<file path="src/rtl/alu_wide_seq.sv">
// alu_wide_seq: runs 64-bit arithmetic/logic operations as two passes
// (low word, then high word) through an external combinational 32-bit ALU,
// chaining the carry through the ALU's PrevC input.
//
// Ports:
//   clk, reset_n                  clock (rising edge), async active-low reset
//   req_valid/req_ready           request handshake; req_op, req_a, req_b
//   resp_valid/resp_ready         response handshake; resp_result, resp_flags {N,Z,C,V}
//   alu_a, alu_b, alu_control,
//   alu_shiftop, alu_prevc        drive to the ALU (shiftop tied 000)
//   alu_result, alu_flags         ALU outputs, captured at LO/HI edges
//   busy                          high whenever the sequencer is not idle
//
// Optional build macro ALU_WIDE_SEQ_FLUSH_EN adds a `flush` input that aborts
// an in-flight operation and blocks acceptance while asserted in IDLE.
//
// State   | meaning
// IDLE    | ready for a request, ALU inputs parked at zero
// LO      | low-word pass on the ALU, carry and low-Z captured at the edge
// HI      | high-word pass with carry in, response registered at the edge
// DONE    | response held until resp_ready
module alu_wide_seq (
  input  logic        clk,
  input  logic        reset_n,
`ifdef ALU_WIDE_SEQ_FLUSH_EN
  input  logic        flush,
`endif
  input  logic        req_valid,
  output logic        req_ready,
  input  logic [2:0]  req_op,
  input  logic [63:0] req_a,
  input  logic [63:0] req_b,
  output logic        resp_valid,
  input  logic        resp_ready,
  output logic [63:0] resp_result,
  output logic [3:0]  resp_flags,
  output logic [31:0] alu_a,
  output logic [31:0] alu_b,
  output logic [3:0]  alu_control,
  output logic [2:0]  alu_shiftop,
  output logic        alu_prevc,
  input  logic [31:0] alu_result,
  input  logic [3:0]  alu_flags,
  output logic        busy
);

  typedef enum logic [1:0] {
    S_IDLE = 2'd0,
    S_LO   = 2'd1,
    S_HI   = 2'd2,
    S_DONE = 2'd3
  } state_t;

  localparam logic [2:0] OP_ADD = 3'b000;
  localparam logic [2:0] OP_ORR = 3'b001;
  localparam logic [2:0] OP_SUB = 3'b010;
  localparam logic [2:0] OP_RSB = 3'b011;
  localparam logic [2:0] OP_AND = 3'b100;
  localparam logic [2:0] OP_XOR = 3'b101;
  localparam logic [2:0] OP_CMP = 3'b111;

  state_t      state_q, state_d;
  logic [2:0]  op_q, op_d;
  logic [63:0] a_q, a_d;
  logic [63:0] b_q, b_d;
  logic [31:0] res_lo_q, res_lo_d;
  logic        carry_q, carry_d;
  logic        zlo_q, zlo_d;
  logic        resp_valid_q, resp_valid_d;
  logic [63:0] resp_result_q, resp_result_d;
  logic [3:0]  resp_flags_q, resp_flags_d;

  logic        flush_i;
  logic [3:0]  ctrl_lo;
  logic [3:0]  ctrl_hi;
  logic        prevc_lo;

`ifdef ALU_WIDE_SEQ_FLUSH_EN
  assign flush_i = flush;
`else
  assign flush_i = 1'b0;
`endif

  // Subtract-type ops use the with-carry encodings on both passes; seeding
  // PrevC with 1 on the low pass makes a + ~b + 1 a true subtract, so C=1
  // means no borrow. ADD needs ADC only on the high pass.
  always_comb begin
    ctrl_lo  = 4'b0100;
    ctrl_hi  = 4'b0101;
    prevc_lo = 1'b0;
    case (op_q)
      OP_SUB, OP_CMP: begin
        ctrl_lo  = 4'b0110;
        ctrl_hi  = 4'b0110;
        prevc_lo = 1'b1;
      end
      OP_RSB: begin
        ctrl_lo  = 4'b0111;
        ctrl_hi  = 4'b0111;
        prevc_lo = 1'b1;
      end
      OP_AND: begin
        ctrl_lo = 4'b0000;
        ctrl_hi = 4'b0000;
      end
      OP_ORR: begin
        ctrl_lo = 4'b1100;
        ctrl_hi = 4'b1100;
      end
      OP_XOR: begin
        ctrl_lo = 4'b0001;
        ctrl_hi = 4'b0001;
      end
      default: begin
        ctrl_lo = 4'b0100;
        ctrl_hi = 4'b0101;
      end
    endcase
  end

  always_comb begin
    state_d       = state_q;
    op_d          = op_q;
    a_d           = a_q;
    b_d           = b_q;
    res_lo_d      = res_lo_q;
    carry_d       = carry_q;
    zlo_d         = zlo_q;
    resp_valid_d  = resp_valid_q;
    resp_result_d = resp_result_q;
    resp_flags_d  = resp_flags_q;
    req_ready     = 1'b0;
    alu_a         = 32'd0;
    alu_b         = 32'd0;
    alu_control   = 4'b0000;
    alu_prevc     = 1'b0;

    case (state_q)
      S_IDLE: begin
        req_ready = ~flush_i;
        if (req_valid && !flush_i) begin
          op_d    = req_op;
          a_d     = req_a;
          b_d     = req_b;
          state_d = S_LO;
        end
      end
      S_LO: begin
        alu_a       = a_q[31:0];
        alu_b       = b_q[31:0];
        alu_control = ctrl_lo;
        alu_prevc   = prevc_lo;
        res_lo_d    = alu_result;
        carry_d     = alu_flags[1];
        zlo_d       = alu_flags[2];
        state_d     = S_HI;
      end
      S_HI: begin
        alu_a         = a_q[63:32];
        alu_b         = b_q[63:32];
        alu_control   = ctrl_hi;
        alu_prevc     = carry_q;
        resp_result_d = (op_q == OP_CMP) ? 64'd0 : {alu_result, res_lo_q};
        // Z must cover all 64 bits, so the low pass's Z gates the high one.
        resp_flags_d  = {alu_flags[3], zlo_q & alu_flags[2], alu_flags[1], alu_flags[0]};
        resp_valid_d  = 1'b1;
        state_d       = S_DONE;
      end
      S_DONE: begin
        if (resp_ready) begin
          resp_valid_d = 1'b0;
          state_d      = S_IDLE;
        end
      end
      default: state_d = S_IDLE;
    endcase

    // Abort discards the in-flight result; the previous response stays put.
    if (flush_i && (state_q != S_IDLE)) begin
      state_d       = S_IDLE;
      resp_valid_d  = 1'b0;
      resp_result_d = resp_result_q;
      resp_flags_d  = resp_flags_q;
    end
  end

  always_ff @(posedge clk or negedge reset_n) begin
    if (!reset_n) begin
      state_q       <= S_IDLE;
      op_q          <= 3'd0;
      a_q           <= 64'd0;
      b_q           <= 64'd0;
      res_lo_q      <= 32'd0;
      carry_q       <= 1'b0;
      zlo_q         <= 1'b0;
      resp_valid_q  <= 1'b0;
      resp_result_q <= 64'd0;
      resp_flags_q  <= 4'd0;
    end else begin
      state_q       <= state_d;
      op_q          <= op_d;
      a_q           <= a_d;
      b_q           <= b_d;
      res_lo_q      <= res_lo_d;
      carry_q       <= carry_d;
      zlo_q         <= zlo_d;
      resp_valid_q  <= resp_valid_d;
      resp_result_q <= resp_result_d;
      resp_flags_q  <= resp_flags_d;
    end
  end

  assign resp_valid  = resp_valid_q;
  assign resp_result = resp_result_q;
  assign resp_flags  = resp_flags_q;
  assign alu_shiftop = 3'b000;
  assign busy        = (state_q != S_IDLE);

endmodule

</file>
<file path="config.mk">
export PLATFORM = sky130hd
export DESIGN_NAME = alu_wide_seq
export DESIGN_NICKNAME = d
export VERILOG_FILES = /design/src/rtl/alu_wide_seq.sv
export SDC_FILE = /design/constraint.sdc
export NUM_CORES = 1
export LEC_CHECK = 0
export ABC_AREA = 1
export CAP_MARGIN = 30
export CORE_ASPECT_RATIO = 0.9
export CORE_MARGIN = 5
export CORE_UTILIZATION = 42
export CTS_BUF_LIST = sky130_fd_sc_hd__clkbuf_8
export DETAILED_ROUTE_END_ITERATION = 16
export PLACE_DENSITY = 0.81
export SLEW_MARGIN = 20
export SYNTH_ARGS = -nofsm -noshare
export SYNTH_HDL_FRONTEND = slang
export SYNTH_SLANG_ARGS = --single-unit
</file>
<file path="constraint.sdc">
create_clock -name clk -period 1.7 [get_ports clk]
set_input_delay 0.34 -clock clk [delete_from_list [all_inputs] [get_ports clk]]
set_output_delay 0.34 -clock clk [all_outputs]
set_load 0.005 [all_outputs]
</file>
After elaboration in Yosys (flattened, before gate mapping)
Cells that the tools add are included.
{"block": "totals", "mem_bits_rw": 0, "latch_bits": 0, "romBits": 0, "inputBits": 171, "mem_count": 0, "regBits": 236}
{"block": "classes", "n_bitwise": 1, "n_eq_ne": 11, "n_shift": 0, "n_reduce_logical": 8, "n_div": 0, "magnitude_cmp": 0, "mul": 0, "mux": 14, "addsub": 0}
{"cell": "$pmux 32 s2", "count": 2}
{"cell": "$mux 64", "count": 1}
{"cell": "$pmux 4 s5", "count": 2}
{"cell": "$eq 3x3->1 const B", "count": 3}
{"cell": "$pmux 2 s4", "count": 1}
{"cell": "$pmux 4 s2", "count": 1}
{"cell": "$eq 3x2->1 const B", "count": 2}
{"cell": "$reduce_and 2->1", "count": 3}
{"cell": "$eq 2x2->1 const B", "count": 2}
{"cell": "$mux 2", "count": 2}
{"cell": "$ne 2x2->1 const B", "count": 2}
{"cell": "$pmux 1 s2", "count": 2}
{"cell": "$reduce_bool 2->1", "count": 2}
{"cell": "$eq 3x1->1 const B", "count": 1}
{"cell": "$mux 1", "count": 3}
{"cell": "$reduce_or 3->1", "count": 1}
{"cell": "$eq 2x1->1 const B", "count": 1}
{"cell": "$logic_not 2->1", "count": 1}
{"cell": "$reduce_or 2->1", "count": 1}
{"cell": "$and 1x1->1", "count": 1}

Longest topological paths before layout
{"block": "logic_depth", "depth_word": 4, "ltp_mapped": 7, "depth_no_buf": 6}

Worst setup path before layout
Ideal clock, no wire load.
{"block": "synth_path", "path_kind": "reg-to-output", "start": "register state_q[0]", "end": "output alu_control[0]", "arrival_time_ns": 1.278, "stages_incl_launch_ff": 8, "slack_ns": 0.082, "n_path_buf": 1, "path_cell_list": "dfrtp_1 > inv_1 > ha_1 > buf_2 > o21ai_0 > inv_1 > nand2_1 > nor2_1"}
{"block": "synth_between", "elab_chain_cells": 2, "elab_cells_between_ends": 3, "cone_classes": "eq/ne (2); mux (1)"}
{"item": "from (decl)", "line": "62", "source": "state_t state_q, state_d;"}
{"item": "from (signal assigned)", "line": "200", "source": "state_q <= state_d;"}
{"item": "$eq 2x2->1 / $eq 2x1->1 (equally long branches)", "line": "138", "source": "case (state_q)"}
{"item": "$pmux 4 s2 (*)", "line": "138"}
{"item": "to (decl)", "line": "39", "source": "output logic [3:0] alu_control,"}
Every way passes the cells marked *; elsewhere a longest branch is shown, timed or not.

Worst setup path after layout
{"block": "layout_path", "start": "register state_q[0]", "end": "output alu_a[21]"}
{"block": "layout_between", "elab_chain_cells": 2, "elab_cells_between_ends": 3, "cone_classes": "eq/ne (2); mux (1)"}
{"item": "$eq 2x2->1 / $eq 2x1->1 (equally long branches)", "line": "138"}
{"item": "$pmux 32 s2 (*)", "line": "138"}
{"item": "to (decl)", "line": "37", "source": "output logic [31:0] alu_a,"}
Marked as above.

==> run_results.csv <==
group,metric,value,unit
die,coreArea,24190,um2
logic_synthesis,synth_warnings,0,
die,die_x,174.8,um
die,fp.dieArea,27690,um2
logic_synthesis,synth-seq-cells,236,
sta,slew_viol_final,0,
logic_synthesis,synth_area_leaders,"dfrtp_1, nand2_1, nand3_1",
die,num_rows,54,
status,outcome,"complete, but fails checks",
routing,routedWlPerCell,22.02,um
pwr,netSwitchingFraction,0.4064,
sta,fmax,407.1,MHz
routing,num_vias,10873,
die,die_h,158.4,um
layout,syn2layout_area_growth,66.68,%
worst_setup_path,crit_path_end_kind,"primary output",
clock_network,clk_pin_slew_worst_paths,0.06,ns
pwr,leakagePower,8.645,nW
routing,first_iter_violations,922,
sta,rsz0062_at_grt,"true",
worst_setup_path,cp_max_fo,10,
worst_setup_path,ff2ff_path_depth,11,
sta,period_needed,2.457,ns
sta,finalSetupTns,-58.17,ns
pwr,seq_power_share,0.289,
logic_synthesis,syn_avg_cell_area,8.609,um2
pwr,pwr-share-comb,0.554,
logic_synthesis,yosysUniqueCellTypes,15,
clock_network,htree_levels,2,
routing,wl,43070,um
pwr,power_frac_clock,0.157,
clock_network,clockBufferDepth,3,
routing,drc,0,
logic_synthesis,synth_area,10270,um2
clock_network,cts-root-buf,"clkbuf_8",
hold_path,min_path_type,"in -> async",
global_routing,grt_max_degree,69,
sta,setup_ws,-0.7566,ns
sta,finalClockSkew,0.01433,ns
layout,nets,1798,
worst_setup_path,ff2ff_setup_slack,-0.18,ns
die,num_io_pins,314,
clock_network,cts.sinks,236,
status,violations,"setup timing",
layout,final_layout_size_suffix_gt1_frac,0.2967,
placement,post-dp-hpwl,22070,um
pwr,p_int,20.67,mW
routing,drtPass1Iterations,5,
flow_run,maxCapViolations,0,
global_routing,grt_use_total,0.2552,
global_routing,overflow,0,
global_routing,antenna_found_initial,0,
worst_setup_path,rr_startpoint,"state_q[0]$_DFFE_PN0P_",
worst_setup_path,arrival,2.12,ns
worst_setup_path,cpMostUsedCell,"buf_12",
logic_synthesis,yosysSeqAreaShare,0.5750,
pwr,vdd_drop_max,1069,uV
placement,gp_congestion,0.9171,
logic_synthesis,yosys.area.top_type_share,0.5750,
pwr,powerDensity,2034,nW/um2
worst_setup_path,criticalPathCategory,"reg -> out",
clock_network,clk_latency,0.54,ns
layout,antenna_cells,0,
sta,finalHoldViolations,0,
clock_network,cts_tree,"done",
logic_synthesis,synth_largest_area_cell,"dfrtp_1",
routing,postRouteAntennaNets,0,
sta,finalCritPeriodShare,1.445,
die,start_util,0.4246,
worst_setup_path,crit_chain,"inv_2 > buf_12 > ha_4 > inv_8 > buf_12 > buf_4 > a21oi_1 > buf_2",
worst_setup_path,crit_path_start,"state_q[0]$_DFFE_PN0P_",
worst_setup_path,crit_path_top_delay_cell,"dfrtp_1",
clock_network,cts_buffers,40,
global_routing,grt_pass1_wl,56330,um
logic_synthesis,synth_cells,1193,
placement,portBuffers,310,
worst_setup_path,slowest_delay,0.37,ns
pwr,p_sw,14.15,mW
global_routing,grt_pass1_vias,10471,
worst_setup_path,rr_endpoint,"a_q[63]$_DFFE_PN0P_",
worst_setup_path,crit_path_start_kind,"flop",
sta,holdWs,0.2790,ns
worst_setup_path,cp.required,1.36,ns
sta,setup_violations,225,
routing,viasPerCell,5.559,
-- metal layers --
layer | GRT usage | wire length [um] | vias up
met3 | 0.07194 | 4570 | 169
met2 | 0.4189 | 20680 | 726
met1 | 0.3273 | 15770 | 5256
li1 | - | - | 4722
met5 | 0 | 0 | -
met4 | 0.09387 | 2056 | 0
-- layout make-up --
| type | count | area, um2 |
|---|---|---|
| fillers | 1677 | 7068 |
| flip-flops and latches | 236 | 5906 |
| repair buffers | 473 | 5171 |
| multi-input cells | 861 | 4770 |
| clock buffers | 52 | 715.7 |
| well taps | 308 | 385.4 |
| clock inverters | 16 | 122.6 |
| inverters | 10 | 50.05 |
-- Yosys cell counts (all sizes together) --
| cell type | number |
|---|---|
| nand3 | 195 |
| conb | 1 |
| buf | 73 |
| inv | 10 |
| o21ai | 5 |
| a21oi | 70 |
| nor2 | 9 |
| mux2 | 34 |
| clkbuf | 18 |
| nand2 | 537 |
| ha | 5 |
| dfrtp | 236 |
-- worst max-delay path: cells and delay by family (launching register included) --
kind,cells,cell delay [ns]
buf+inv,6,0.75
flops,1,0.37
fa+ha+maj,1,0.30
compound gates,1,0.15
-- registers in the layout (all words and copies together) (netlist names) --
register,cells
b_q,64
res_lo_q,32
op_q,3
state_q,2
zlo_q,1
resp_flags,4
resp_result,64
a_q,64
resp_valid,1
carry_q,1
-- power groups by stage --
stage | Clock (mW) | Combinational (mW) | Sequential [mW]
floorplan | 0 | 6.46 | 9.45
global placement | 0 | 12.3 | 9.65
detailed placement | 0 | 12.6 | 9.76
CTS | 5.45 | 15.4 | 9.74
global route | 5.82 | 20.4 | 10.3
finish | 5.47 | 19.3 | 10.1
-- what timing repair did --
action                                 CTS  global route
setup buffers                           45            16
endpoints found under the hold margin   28             0
hold buffers                             1             0
resized for setup                      480           178
setup endpoints to repair              322           300
pin swaps                               26            37
cloned                                  14            33
-- worst max-delay path by stage --
stage	endpoint	slack, ns	cells after the start
detailed placement	alu_b[14]	-0.44	7
floorplan	alu_control[0]	0.08	7
global route	alu_a[21]	-0.86	8
global placement	alu_b[14]	-0.42	6
finish	alu_a[21]	-0.76	8
CTS	alu_b[14]	-0.72	7
-- per-stage QoR --
step	setup slack [ns]	util	total power [mW]	cell area, um2	cells
floorplan	0.08193	-	15.91	10280	1195
global placement	-0.4169	0.5781	21.91	13980	1784
detailed placement	-0.4385	0.5781	22.34	13980	1784
CTS	-0.7192	0.6476	30.63	15660	1910
global route	-0.8576	0.7078	36.57	17120	1956
finish	-0.7566	0.7078	34.82	17120	1956
-- layout by cell type, fill, tap and decap left out, types with 35 or more instances in the layout --
cell type,instances
nand2_2,35
nand2_1,472
dlygate4sd2_1,69
clkbuf_8,52
a21oi_2,46
buf_2,66
dfrtp_1,236
buf_4,58
clkdlybuf4s50_1,168
nand3_1,175
-- logic make-up after synthesis --
| logic type | Yosys count | synth area share |
|---|---|---|
| mux | 34 | 0.03728 |
| other cells | 1 | 0.0003651 |
| simple gates | 741 | 0.2950 |
| buf+inv | 101 | 0.04970 |
| flops | 236 | 0.5750 |
| fa+ha+maj | 5 | 0.006091 |
| compound gates | 75 | 0.03655 |
(Power assumes the default switching activity.)
